## src/rtl/ahb_lite_cmd_master.sv

```systemverilog
// AHB-Lite single-transfer bus master fed from a small command FIFO.
// One NONSEQ word transfer per command, registered response, data-phase wait watchdog.
module ahb_lite_cmd_master #(
    parameter int FIFO_DEPTH = 4,
    parameter int TIMEOUT    = 255
) (
    input  logic        clk100m,
    input  logic        rst_n,
    input  logic        cmd_valid,
    output logic        cmd_ready,
    input  logic        cmd_write,
    input  logic [31:0] cmd_addr,
    input  logic [31:0] cmd_wdata,
    output logic        rsp_valid,
    output logic [31:0] rsp_rdata,
    output logic        rsp_err,
    output logic        rsp_timeout,
    output logic        busy,
    output logic [31:0] haddr,
    output logic [1:0]  htrans,
    output logic        hwrite,
    output logic [2:0]  hsize,
    output logic [2:0]  hburst,
    output logic [31:0] hwdata,
    input  logic [31:0] hrdata,
    input  logic        hready,
    input  logic        hresp
);

    localparam int AW = $clog2(FIFO_DEPTH);
    localparam logic [AW:0] DEPTH     = FIFO_DEPTH[AW:0];
    localparam logic [7:0]  WAIT_LAST = 8'(TIMEOUT - 1);

    localparam logic [1:0] TRANS_IDLE   = 2'b00;
    localparam logic [1:0] TRANS_NONSEQ = 2'b10;

    localparam logic [1:0] S_IDLE = 2'd0;
    localparam logic [1:0] S_ADDR = 2'd1;
    localparam logic [1:0] S_DATA = 2'd2;
    localparam logic [1:0] S_ERR2 = 2'd3;

    // Each entry is {write, addr[31:0], wdata[31:0]}.
    logic [64:0]   mem [FIFO_DEPTH];
    logic [64:0]   head;
    logic [AW-1:0] wr_ptr;
    logic [AW-1:0] rd_ptr;
    logic [AW:0]   count;
    logic          empty;
    logic          push;
    logic          pop;

    logic [1:0]    state;
    logic [7:0]    wait_cnt;
    logic [31:0]   cur_wdata;

    assign empty     = (count == '0);
    assign cmd_ready = (count != DEPTH);
    assign push      = cmd_valid && cmd_ready;
    assign pop       = (state == S_IDLE) && !empty && hready;
    assign head      = mem[rd_ptr];
    assign busy      = !empty || (state != S_IDLE);
    assign hsize     = 3'b010;
    assign hburst    = 3'b000;

    // NOTE: the storage array has no reset; pointers and count are reset, so a stale entry is never popped.
    always_ff @(posedge clk100m) begin
        if (push) begin
            mem[wr_ptr] <= {cmd_write, cmd_addr, cmd_wdata};
        end
    end

    always_ff @(posedge clk100m or negedge rst_n) begin
        if (!rst_n) begin
            wr_ptr <= '0;
            rd_ptr <= '0;
            count  <= '0;
        end else begin
            if (push) begin
                wr_ptr <= wr_ptr + 1'b1;
            end
            if (pop) begin
                rd_ptr <= rd_ptr + 1'b1;
            end
            if (push && !pop) begin
                count <= count + 1'b1;
            end else if (pop && !push) begin
                count <= count - 1'b1;
            end
        end
    end

    // NOTE: non-blocking assignments throughout, so every register here sees pre-edge values of the others.
    always_ff @(posedge clk100m or negedge rst_n) begin
        if (!rst_n) begin
            state       <= S_IDLE;
            htrans      <= TRANS_IDLE;
            haddr       <= '0;
            hwrite      <= 1'b0;
            hwdata      <= '0;
            cur_wdata   <= '0;
            wait_cnt    <= '0;
            rsp_valid   <= 1'b0;
            rsp_rdata   <= '0;
            rsp_err     <= 1'b0;
            rsp_timeout <= 1'b0;
        end else begin
            rsp_valid <= 1'b0;
            case (state)
                S_IDLE: begin
                    if (pop) begin
                        hwrite    <= head[64];
                        haddr     <= head[63:32];
                        cur_wdata <= head[31:0];
                        htrans    <= TRANS_NONSEQ;
                        state     <= S_ADDR;
                    end else begin
                        htrans <= TRANS_IDLE;
                    end
                end
                S_ADDR: begin
                    if (hready) begin
                        htrans   <= TRANS_IDLE;
                        hwdata   <= cur_wdata;
                        wait_cnt <= '0;
                        state    <= S_DATA;
                    end
                end
                S_DATA: begin
                    if (hready) begin
                        rsp_valid   <= 1'b1;
                        rsp_rdata   <= (hwrite || hresp) ? '0 : hrdata;
                        rsp_err     <= hresp;
                        rsp_timeout <= 1'b0;
                        state       <= S_IDLE;
                    end else if (hresp) begin
                        state <= S_ERR2;
                    end else if (wait_cnt == WAIT_LAST) begin
                        // Give up on the slave; IDLE will not issue again until it raises hready.
                        rsp_valid   <= 1'b1;
                        rsp_rdata   <= '0;
                        rsp_err     <= 1'b0;
                        rsp_timeout <= 1'b1;
                        state       <= S_IDLE;
                    end else begin
                        wait_cnt <= wait_cnt + 8'd1;
                    end
                end
                S_ERR2: begin
                    if (hready) begin
                        rsp_valid   <= 1'b1;
                        rsp_rdata   <= '0;
                        rsp_err     <= 1'b1;
                        rsp_timeout <= 1'b0;
                        state       <= S_IDLE;
                    end
                end
                default: state <= S_IDLE;
            endcase
        end
    end

endmodule

```

## config.mk

```make
export PLATFORM = sky130hd
export DESIGN_NAME = ahb_lite_cmd_master
export DESIGN_NICKNAME = d
export VERILOG_FILES = /design/src/rtl/ahb_lite_cmd_master.sv
export SDC_FILE = /design/constraint.sdc
export NUM_CORES = 1
export LEC_CHECK = 0
export CORE_ASPECT_RATIO = 0.6
export CORE_MARGIN = 2
export CORE_UTILIZATION = 49
export DETAILED_ROUTE_END_ITERATION = 10
export PLACE_DENSITY_LB_ADDON = 0.08
export SKIP_LAST_GASP = 1
export SLEW_MARGIN = 30
export SYNTH_ARGS = -nofsm -noshare
export SYNTH_HDL_FRONTEND = slang
export SYNTH_SLANG_ARGS = --single-unit
```

## constraint.sdc

```tcl
create_clock -name clk100m -period 2.55 [get_ports clk100m]
set_clock_uncertainty 0.05 [all_clocks]
set_input_delay 0.6375 -clock clk100m [delete_from_list [all_inputs] [get_ports clk100m]]
set_output_delay 0.6375 -clock clk100m [all_outputs]
set_load 0.05 [all_outputs]
```

==> flow_summary.yaml <==
detailed_routing:
  final_antenna_net_count: 0
  drt-pass1-iter-count: 5
  vias_per_cell: 5.44
  wirelength_microns: 31300
  via_count: 7716
  drc: 0
  drtIter0Drc: 461
  wl_per_cell_microns: 22.0
floorplan:
  die_y_microns: 141
  die_x_microns: 232
  io_pins: 212
  core_area_sq_um: 31000
  rows: 50
  initial_core_util: 0.495
  dieArea_sq_um: 32800
cells_and_area:
  fillerInstances: 2178
  mostFrequentLayoutCell: "edfxtp_1"
  drive_gt1_frac: 0.268
  multi_input_area_sq_um: 3520
  area_delta_synth_final_pct: 26.8
  fin_nets: 1083
  final_cell_mix: "edfxtp_1, clkdlybuf4s50_1, dfrtp_1"
  seq_area_sq_um: 11600
  diodes: 0
  stdcell_area_sq_um: 19500
clock_network:
  post-cts-setup-buffers: 0
  cts_tree: "yes"
  htreeDepth: 2
  cts_buffers: 38
  cts_root_buf: "clkbuf_16"
  cts_resized: 0
  hold_buffers: 0
  cts_buffer_depth: 3
  cts_sinks: 410
  insertion_delay_ps: 530
  path_clk_slew_ps: 60
synth:
  ys_top_cells_by_area: "edfxtp_1, dfrtp_1, mux4_2"
  synth_area_per_cell_sq_um: 20.9
  synth-async-reset-ratio: 0.366
  yosys_warnings: 0
  ys_seq_area_frac: 0.754
  synthFlopType: "edfxtp_1"
  synth_top_area_frac: 0.509
  yosysTopAreaCell: "edfxtp_1"
  synth_edf_count: 260
  yosys.cell_types.count: 47
  netlist_area_sq_um: 15300
  synth_cells: 734
  ys_seq_elements: 410
timing:
  slew_headroom: 0.596
  fmax_mhz: 398
  hold_viol: 0
  finalMaxSlewViolations: 0
  hold_slack_ps: 41.4
  rsz0062_at_grt: "false"
  worst_pin_slew_ps: 607
  setup_violations: 0
  worst_slack_ps: 35.0
  fin_crit_sh: 0.986
  finalCriticalPeriod_ps: 2510
pwr:
  power.leakage_nw: 7.15
  p_per_area_nw_per_um2: 1300
  peakVddDrop_mv: 0.625
worst_setup_path:
  critPathKind: "flop to output port"
  cp.arrival_ps: 1830
  cp-end-kind: "output port"
  required_ps: 1860
  path_buf_inv: 1
  slowest_stage: "clkdlybuf4s50_1"
  worstPathCellList: "clkdlybuf4s50_1"
  cp_slowest_stage_delay_ps: 850
  path_delay_family: "buffers and inverters"
  start_kind: "flop"
  cp_max_fo: 2
flow_run:
  drv_cap: 0
status:
  status: "finished, final reports clean"
global_routing:
  grt_pass1_wl_microns: 48500
  global_route.usage.met2: 0.325
  antenna_found_initial: 2
  grt_overflow: 0
  use_met1: 0.271
  grt_pass1_vias: 8388
  top_usage_layer: "met2"
  grt_max_degree: 70
  use_met3: 0.0405
  grt_use_total: 0.196
placed_design:
  place_area_sq_um: 18100
  dp_hpwl_microns: 19400
  gp_congestion: 0.726
  place_ws_ps: -39.8
  port_buffers: 204
hold_path:
  holdCritPathClass: "primary input to asynchronous set/reset pin"
path summary, 6_finish.rpt:
path	from	end	slack, ps	cells after the start
min reg2reg	cur_wdata[4]$_DFFE_PN0P_	cur_wdata[4]$_DFFE_PN0P_	440	1
max	hwdata[27]$_DFFE_PN0P_	hwdata[27]	40	1
max in group asynchronous	rst_n	hwdata[4]$_DFFE_PN0P_	1710	2
min in group clk100m	cur_wdata[4]$_DFFE_PN0P_	cur_wdata[4]$_DFFE_PN0P_	440	1
max reg2reg	count[0]$_DFFE_PN0P_	count[1]$_DFFE_PN0P_	330	7
min	rst_n	cur_wdata[22]$_DFFE_PN0P_	40	1
area by class of cell:
type                            instances  share of cell area
Sequential cell                       410               0.595
Multi-Input combinational cell        279               0.181
Timing Repair Buffer                  238               0.128
Clock buffer                           51              0.0560
Tap cell                              416              0.0268
Clock inverter                         19              0.0129
Inverter                                6             0.00116
per-layer routing:
layer	wire, microns	up-vias
met1	13700	4086
met2	15500	194
li1	-	3382
met3	1530	50
met5	26	-
met4	481	4
stage by stage:
| stage | power, mW | TNS, ps | std cells | utilization |
|---|---|---|---|---|
| after floorplan | 16.4 | 0 | 739 | - |
| after CTS | 25.7 | 0 | 1419 | 0.628 |
| after global routing | 26.5 | 0 | 1419 | 0.628 |
| after detailed placement | 19.7 | -58.2 | 1349 | 0.585 |
| after global placement | 19.5 | 0 | 1349 | 0.585 |
| final | 25.4 | 0 | 1419 | 0.628 |
sequential cells by signal, summed over array words and instances (netlist names):
register,cells
wr_ptr,2
haddr,32
rsp_rdata,32
state,2
htrans,1
rd_ptr,2
hwrite,1
wait_cnt,8
rsp_timeout,1
mem,260
rsp_valid,1
hwdata,32
cur_wdata,32
count,3
rsp_err,1
kinds of logic after synthesis:
| family | synth area share |
|---|---|
| DFF | 0.754 |
| muxes | 0.169 |
| AOI/OAI and AO/OA | 0.0311 |
| buffers and inverters | 0.0203 |
| and+or+nand+nor | 0.0154 |
| adders and majority gates | 0.00701 |
| xor gates and xnor gates | 0.00343 |
| other | 0.000489 |
where the power goes:
group	switching, mW	leakage [nW]	internal (mW)
Clock	2.40	0.658	3.54
Sequential	0.931	4.23	9.13
Combinational	5.38	2.26	4.00
synthesized netlist by cell type, types with 3 or more instances:
cell,number
o211ai_1,3
edfxtp_1,260
nor2_1,6
mux4_2,65
xor2_1,3
buf_4,9
xnor2_1,3
inv_1,6
and3_1,5
dfrtp_1,150
nand3_1,8
o21ai_0,5
mux2_2,87
buf_6,9
mux2_1,12
a22o_1,32
nand2_1,5
buf_2,17
ha_1,7
a21oi_1,5
clkbuf_1,7
Power figures use the tool's default switching activity.
